File: src/rtl/ppu_sprite_line.sv
// Per-scanline sprite engine: an OAM scan builds a list of up to LINE_MAX visible
// sprites, then a per-pixel lookup over that list picks the winning sprite.
module ppu_sprite_line #(
  parameter int SPRITE_COUNT = 40,
  parameter int LINE_MAX     = 10,
  parameter int IDX_W        = 6
) (
  input  logic        clockgb,
  input  logic        resetn,
  input  logic        oam_we,
  input  logic [7:0]  oam_addr,
  input  logic [7:0]  oam_wdata,
  output logic [7:0]  oam_rdata,
  input  logic        start,
  input  logic [7:0]  line,
  input  logic        tall,
  input  logic        enable,
  output logic        busy,
  output logic        done,
  output logic [3:0]  count,
  input  logic        px_valid,
  input  logic [7:0]  px,
  output logic        hit,
  output logic [11:0] tile_row,
  output logic [2:0]  col,
  output logic        pal,
  output logic        pri
);

  localparam int              OAM_BYTES  = 4 * SPRITE_COUNT;
  localparam logic [8:0]      OAM_LIMIT  = 9'(OAM_BYTES);
  localparam logic [3:0]      LIST_LIMIT = 4'(LINE_MAX);
  localparam logic [IDX_W-1:0] LAST_IDX  = IDX_W'(SPRITE_COUNT - 1);

  typedef enum logic [1:0] {IDLE, SCAN, DONE} state_t;

  function automatic logic [7:0] byte_addr(input logic [IDX_W-1:0] idx, input logic [1:0] fld);
    return 8'({idx, fld});
  endfunction

  // Vertical flip mirrors the row within an 8- or 16-line sprite.
  function automatic logic [3:0] flip_row(input logic [3:0] row, input logic yflip,
                                          input logic is_tall);
    logic [3:0] top;
    top = is_tall ? 4'd15 : 4'd7;
    return yflip ? (top - row) : row;
  endfunction

  // col 7 selects the leftmost pixel of the tile byte pair.
  function automatic logic [2:0] pick_col(input logic [2:0] e, input logic xflip);
    return xflip ? e : (3'd7 - e);
  endfunction

  logic [7:0]       oam_q [0:OAM_BYTES-1];
  logic [7:0]       oam_d [0:OAM_BYTES-1];
  state_t           state_q, state_d;
  logic [IDX_W-1:0] scan_idx_q, scan_idx_d;
  logic [3:0]       count_q, count_d;
  logic [7:0]       line_q, line_d;
  logic             tall_q, tall_d;
  logic             busy_q, busy_d;
  logic             done_q, done_d;
  logic [IDX_W-1:0] list_idx_q [0:LINE_MAX-1];
  logic [IDX_W-1:0] list_idx_d [0:LINE_MAX-1];
  logic [3:0]       list_row_q [0:LINE_MAX-1];
  logic [3:0]       list_row_d [0:LINE_MAX-1];
  logic             hit_q, hit_d;
  logic [11:0]      tile_row_q, tile_row_d;
  logic [2:0]       col_q, col_d;
  logic             pal_q, pal_d;
  logic             pri_q, pri_d;

  logic [7:0]       scan_y;
  logic [8:0]       scan_dy;
  logic             scan_vis;

  logic             found;
  logic [7:0]       best_x;
  logic [IDX_W-1:0] best_idx;
  logic [3:0]       best_row;
  logic [2:0]       best_e;
  logic [7:0]       cand_x;
  logic [8:0]       cand_e;
  logic [7:0]       best_tile;
  logic [3:0]       row_f;
  logic             query;

  always_comb begin
    oam_rdata = 8'h00;
    if ({1'b0, oam_addr} < OAM_LIMIT) oam_rdata = oam_q[oam_addr];
  end

  always_comb begin
    for (int i = 0; i < OAM_BYTES; i++) oam_d[i] = oam_q[i];
    if (oam_we && ({1'b0, oam_addr} < OAM_LIMIT)) oam_d[oam_addr] = oam_wdata;
  end

  // Visibility uses a 9-bit difference so sprites above the line wrap large and fail.
  always_comb begin
    scan_y   = oam_q[byte_addr(scan_idx_q, 2'd0)];
    scan_dy  = {1'b0, line_q} + 9'd16 - {1'b0, scan_y};
    scan_vis = scan_dy < (tall_q ? 9'd16 : 9'd8);
  end

  always_comb begin
    state_d    = state_q;
    scan_idx_d = scan_idx_q;
    count_d    = count_q;
    line_d     = line_q;
    tall_d     = tall_q;
    busy_d     = 1'b0;
    done_d     = 1'b0;
    for (int k = 0; k < LINE_MAX; k++) begin
      list_idx_d[k] = list_idx_q[k];
      list_row_d[k] = list_row_q[k];
    end
    if (start) begin
      state_d    = SCAN;
      scan_idx_d = '0;
      count_d    = 4'd0;
      line_d     = line;
      tall_d     = tall;
      busy_d     = 1'b1;
    end else begin
      case (state_q)
        IDLE: state_d = IDLE;
        SCAN: begin
          if (scan_vis && (count_q < LIST_LIMIT)) begin
            list_idx_d[count_q] = scan_idx_q;
            list_row_d[count_q] = scan_dy[3:0];
            count_d             = count_q + 4'd1;
          end
          if (scan_idx_q == LAST_IDX) begin
            state_d = DONE;
            done_d  = 1'b1;
          end else begin
            scan_idx_d = scan_idx_q + 1'b1;
            busy_d     = 1'b1;
          end
        end
        DONE:    state_d = IDLE;
        default: state_d = IDLE;
      endcase
    end
  end

  // Strict less-than keeps the earliest list slot on equal X, i.e. the lowest OAM index.
  always_comb begin
    found    = 1'b0;
    best_x   = 8'd0;
    best_idx = '0;
    best_row = 4'd0;
    best_e   = 3'd0;
    cand_x   = 8'd0;
    cand_e   = 9'd0;
    for (int k = 0; k < LINE_MAX; k++) begin
      cand_x = oam_q[byte_addr(list_idx_q[k], 2'd1)];
      cand_e = {1'b0, px} + 9'd8 - {1'b0, cand_x};
      if ((4'(k) < count_q) && (cand_e < 9'd8) && (!found || (cand_x < best_x))) begin
        found    = 1'b1;
        best_x   = cand_x;
        best_idx = list_idx_q[k];
        best_row = list_row_q[k];
        best_e   = cand_e[2:0];
      end
    end
  end

  always_comb begin
    query      = px_valid && !busy_q && enable;
    best_tile  = oam_q[byte_addr(best_idx, 2'd2)];
    row_f      = flip_row(best_row, oam_q[byte_addr(best_idx, 2'd3)][6], tall_q);
    hit_d      = query && found;
    tile_row_d = tile_row_q;
    col_d      = col_q;
    pal_d      = pal_q;
    pri_d      = pri_q;
    if (query && found) begin
      tile_row_d = tall_q ? {1'b0, best_tile[7:1], row_f} : {1'b0, best_tile, row_f[2:0]};
      col_d      = pick_col(best_e, oam_q[byte_addr(best_idx, 2'd3)][5]);
      pal_d      = oam_q[byte_addr(best_idx, 2'd3)][4];
      pri_d      = oam_q[byte_addr(best_idx, 2'd3)][7];
    end
  end

  always_ff @(posedge clockgb or negedge resetn) begin
    if (!resetn) begin
      for (int i = 0; i < OAM_BYTES; i++) oam_q[i] <= 8'h00;
      for (int k = 0; k < LINE_MAX; k++) begin
        list_idx_q[k] <= '0;
        list_row_q[k] <= 4'd0;
      end
      state_q    <= IDLE;
      scan_idx_q <= '0;
      count_q    <= 4'd0;
      line_q     <= 8'd0;
      tall_q     <= 1'b0;
      busy_q     <= 1'b0;
      done_q     <= 1'b0;
      hit_q      <= 1'b0;
      tile_row_q <= 12'd0;
      col_q      <= 3'd0;
      pal_q      <= 1'b0;
      pri_q      <= 1'b0;
    end else begin
      for (int i = 0; i < OAM_BYTES; i++) oam_q[i] <= oam_d[i];
      for (int k = 0; k < LINE_MAX; k++) begin
        list_idx_q[k] <= list_idx_d[k];
        list_row_q[k] <= list_row_d[k];
      end
      state_q    <= state_d;
      scan_idx_q <= scan_idx_d;
      count_q    <= count_d;
      line_q     <= line_d;
      tall_q     <= tall_d;
      busy_q     <= busy_d;
      done_q     <= done_d;
      hit_q      <= hit_d;
      tile_row_q <= tile_row_d;
      col_q      <= col_d;
      pal_q      <= pal_d;
      pri_q      <= pri_d;
    end
  end

  assign busy     = busy_q;
  assign done     = done_q;
  assign count    = count_q;
  assign hit      = hit_q;
  assign tile_row = tile_row_q;
  assign col      = col_q;
  assign pal      = pal_q;
  assign pri      = pri_q;

endmodule
File: config.mk
export PLATFORM = sky130hd
export DESIGN_NAME = ppu_sprite_line
export DESIGN_NICKNAME = d
export VERILOG_FILES = /design/src/rtl/ppu_sprite_line.sv
export SDC_FILE = /design/constraint.sdc
export NUM_CORES = 2
export LEC_CHECK = 0
export CAP_MARGIN = 40
export CORE_MARGIN = 2
export CORE_UTILIZATION = 40
export CTS_BUF_LIST = sky130_fd_sc_hd__clkbuf_8
export DETAILED_ROUTE_END_ITERATION = 8
export SLEW_MARGIN = 20
export SYNTH_ARGS = -nofsm -noshare
export SYNTH_HDL_FRONTEND = slang
export SYNTH_SLANG_ARGS = --single-unit
File: constraint.sdc
create_clock -name clockgb -period 34.5 [get_ports clockgb]
set_input_delay 6.9 -clock clockgb [delete_from_list [all_inputs] [get_ports clockgb]]
set_output_delay 6.9 -clock clockgb [all_outputs]
set_load 0.01 [all_outputs]
==> flow_results.xml <==
<?xml version="1.0" encoding="UTF-8"?>
<metrics>
  <group name="die">
    <metric name="die_extent_in_y" unit="um">517</metric>
    <metric name="chipWidth" unit="um">517</metric>
    <metric name="die_area" unit="mm^2">0.267</metric>
    <metric name="starting_density" unit="">0.401</metric>
    <metric name="io_pins" unit="">71</metric>
    <metric name="row_count" unit="">188</metric>
    <metric name="core" unit="mm^2">0.262</metric>
  </group>
  <group name="timing">
    <metric name="fin_skew" unit="ns">0.162</metric>
    <metric name="timing.fmax" unit="GHz">0.0310</metric>
    <metric name="setup_viol" unit="">0</metric>
    <metric name="slew_viol_final" unit="">0</metric>
    <metric name="slew_headroom" unit="">0.241</metric>
    <metric name="min_period" unit="ns">32.23</metric>
    <metric name="final.setup.tns" unit="ns">0</metric>
    <metric name="fin_ws" unit="ns">2.27</metric>
    <metric name="report.final.hold_viol_count" unit="">0</metric>
    <metric name="final.period_utilization" unit="">0.934</metric>
    <metric name="rsz_0062_raised_after_global_routing" unit="">false</metric>
    <metric name="max_slew.worst_pin.slew" unit="ns">1.14</metric>
  </group>
  <group name="critical_path">
    <metric name="timing.critical_path.arrival" unit="ns">33.25</metric>
    <metric name="worst_r2r_startpoint" unit="">list_idx_q[54]$_DFFE_PN0P_</metric>
    <metric name="cp_slowest_stage_delay" unit="ns">0.63</metric>
    <metric name="critPathMaxFanout" unit="">35</metric>
    <metric name="critical_path.reg2reg.endpoint" unit="">tile_row[3]$_DFFE_PN0P_</metric>
    <metric name="cp-end-kind" unit="">flop</metric>
    <metric name="most_frequent_cell_on_critical_path" unit="">sky130_fd_sc_hd__a21o_1</metric>
    <metric name="start_kind" unit="">input port</metric>
    <metric name="reg2regPathDepth" unit="">104</metric>
    <metric name="worst-endpoint-required" unit="ns">35.52</metric>
    <metric name="cpMaxStageDelayCell" unit="">sky130_fd_sc_hd__o21ba_2</metric>
    <metric name="rrSetupSlack" unit="ns">5.73</metric>
    <metric name="timing.setup.critical_path_class" unit="">in -&gt; reg</metric>
  </group>
  <group name="global_route">
    <metric name="track_usage" unit="">0.376</metric>
    <metric name="grt_antenna_before_repair" unit="">89</metric>
    <metric name="vias_in_the_first_global_route" unit="">80600</metric>
    <metric name="grt.overflow.total" unit="">0</metric>
    <metric name="pin_count_of_the_biggest_net_entering_global_routing" unit="">171</metric>
    <metric name="grt_first_pass_wirelength" unit="mm">688</metric>
  </group>
  <group name="logic_synthesis">
    <metric name="synth-edff-count" unit="">0</metric>
    <metric name="synth_flop_cell" unit="">sky130_fd_sc_hd__dfrtp_1</metric>
    <metric name="yosys_register_bits" unit="">1420</metric>
    <metric name="synth_net_count" unit="">8235</metric>
    <metric name="cell_count_after_synthesis" unit="">8020</metric>
    <metric name="ys_warn_count" unit="">0</metric>
    <metric name="netlist-cell-type-count" unit="">102</metric>
    <metric name="syn_area_per_cell" unit="um^2">13.1</metric>
    <metric name="synth_sequential_area_ratio" unit="">0.338</metric>
    <metric name="async_reset_ff_frac" unit="">1.00</metric>
    <metric name="syn_std_cell_area" unit="mm^2">0.105</metric>
  </group>
  <group name="clock_tree">
    <metric name="clockRootBuffer" unit="">sky130_fd_sc_hd__clkbuf_8</metric>
    <metric name="number_of_clock_buffers_inserted_by_tritoncts" unit="">282</metric>
    <metric name="insertion_delay" unit="ns">1.14</metric>
    <metric name="cts_tree" unit="">yes</metric>
    <metric name="ctsHoldBuffers" unit="">0</metric>
    <metric name="cts.repair.resized" unit="">0</metric>
    <metric name="cts_htree_levels" unit="">5</metric>
    <metric name="clkTransAtPathRegs" unit="ns">0.07</metric>
    <metric name="cts.sink_count" unit="">1420</metric>
    <metric name="postCtsSetupBuffers" unit="">0</metric>
    <metric name="clock_path_buffers" unit="">4</metric>
  </group>
  <group name="power_and_ir_drop">
    <metric name="vdd_ir_drop_max" unit="mV">0.0343</metric>
    <metric name="power.density" unit="mW/mm^2">37.9</metric>
    <metric name="total_power" unit="mW">4.42</metric>
    <metric name="leakagePower" unit="nW">48.1</metric>
  </group>
  <group name="placement">
    <metric name="dp_hpwl" unit="mm">364</metric>
    <metric name="post_placement_worst_setup_slack" unit="ns">1.27</metric>
    <metric name="buffer_ports.inserted" unit="">69</metric>
    <metric name="finalWeightedCongestion" unit="">1.07</metric>
  </group>
  <group name="hold_path">
    <metric name="min_delay_path_depth" unit="">2</metric>
    <metric name="hold-path-endpoint" unit="">list_row_q[31]$_DFFE_PN0P_</metric>
    <metric name="hold_path.startpoint" unit="">list_row_q[31]$_DFFE_PN0P_</metric>
    <metric name="hold_path_class" unit="">reg -&gt; reg</metric>
  </group>
  <group name="final_layout">
    <metric name="final_cell_mix" unit="">1430 x sky130_fd_sc_hd__mux4_2, 1390 x sky130_fd_sc_hd__dfrtp_1, 1372 x sky130_fd_sc_hd__mux2_2</metric>
    <metric name="final_layout_size_suffix_gt1_frac" unit="">0.475</metric>
    <metric name="layout.cells.most_common" unit="">sky130_fd_sc_hd__mux4_2</metric>
    <metric name="fin_util" unit="">0.445</metric>
    <metric name="area_delta_synth_final" unit="%">10.9</metric>
    <metric name="fin_nets" unit="">8054</metric>
  </group>
  <group name="job">
    <metric name="maxCapViolCount" unit="">0</metric>
  </group>
  <group name="routing">
    <metric name="post_drt_via_cell_ratio" unit="">7.24</metric>
    <metric name="drtPass1Iterations" unit="">8</metric>
    <metric name="route.vias.total" unit="">83800</metric>
    <metric name="detail_route.wirelength" unit="mm">505</metric>
    <metric name="number_of_drc_violations_after_detailed_routing" unit="">0</metric>
    <metric name="drt_antenna_net_count" unit="">0</metric>
    <metric name="drt_iter0_markers" unit="">14300</metric>
    <metric name="post_drt_wl_per_cell" unit="um">43.7</metric>
  </group>
  <group name="run_status">
    <metric name="status" unit="">finished clean</metric>
  </group>
</metrics>
## how the worst max path moves through the flow
stage                from                       to  slack [ns]
finish              px[0]  tile_row[3]$_DFFE_PN0P_        2.27
global route        px[0]       col[0]$_DFFE_PN0P_        0.64
CTS                 px[0]  tile_row[3]$_DFFE_PN0P_        2.40
detailed placement  px[0]  tile_row[3]$_DFFE_PN0P_        1.27
global placement    px[0]  tile_row[4]$_DFFE_PN0P_        1.21
floorplan           px[3]  tile_row[3]$_DFFE_PN0P_        2.68
## synthesized netlist by cell type, drive strengths merged (42+ instances only)
cell type	n	area share
o211ai	42	0.0031
a21oi	151	0.0073
buf	258	0.011
o22a	48	0.0040
nor2b	42	0.0025
mux4	1431	0.31
nand3	105	0.0050
dfrtp	1420	0.34
and3	66	0.0039
nand2	637	0.023
nor2	248	0.0089
mux2i	324	0.031
ha	165	0.020
o21ai	161	0.0077
inv	146	0.0052
o22ai	54	0.0032
clkbuf	764	0.027
mux2	1373	0.15
## area by class of cell
class / instances / area (um^2)
diodes: 31 / 77.6
clock buffers: 353 / 4860
clock inverters: 114 / 669
fillers: 23700 / 145000
inverters: 148 / 556
multi-input cells: 5430 / 65100
flip-flops and latches: 1420 / 35600
well taps: 3515 / 4400
repair buffers: 557 / 5240
## metal layers
layer	global-route usage	part of all wire	vias up
li1	-	-	30900
met1	0.465	0.35	43800
met2	0.520	0.41	7278
met3	0.176	0.15	1748
met4	0.250	0.085	52
met5	0.00252	0.0015	-
## report_power, final
part	internal (mW)	switching [mW]
registers	1.74	0.126
clock network	0.966	0.792
logic	0.337	0.456
## critical path: cells and delay by family
kind	cells	cell delay [ns]
muxes	4	1.06
adders and majority gates	11	3.38
buffers and inverters	11	3.13
and+or+nand+nor	24	4.71
AOI/OAI and AO/OA	52	13.92
## cell families (layout without fill, tap and decap cells)
| logic type | after synthesis | after routing | share of synthesized area |
|---|---|---|---|
| compound gates | 806 | 806 | 0.0539 |
| fa+ha+maj | 176 | 176 | 0.0217 |
| xor+xnor | 45 | 45 | 0.00375 |
| other cells | 1 | 32 | 0.0000357 |
| simple gates | 1274 | 1274 | 0.0539 |
| mux | 3128 | 3128 | 0.485 |
| buf+inv | 1170 | 1172 | 0.0438 |
| flops | 1420 | 1420 | 0.338 |
## sequential cells by signal (all words and copies together) (netlist names)
register and flops:
state_q 2, list_idx_q 60, done 1, hit 1, oam_q 1280, pri 1, scan_idx_q 6, list_row_q 40
pal 1, busy 1, tile_row 11, count 4, col 3, tall_q 1, line_q 8
## per-stage QoR
step,cells,instance area [um^2],hold slack (ns)
after floorplan,8020,105000,0.442
after global placement,10900,109000,0.463
after detailed placement,11000,110000,0.474
after CTS,11500,116000,0.486
after global routing,11500,116000,0.510
final,11600,117000,0.487
(Power assumes the default switching activity.)
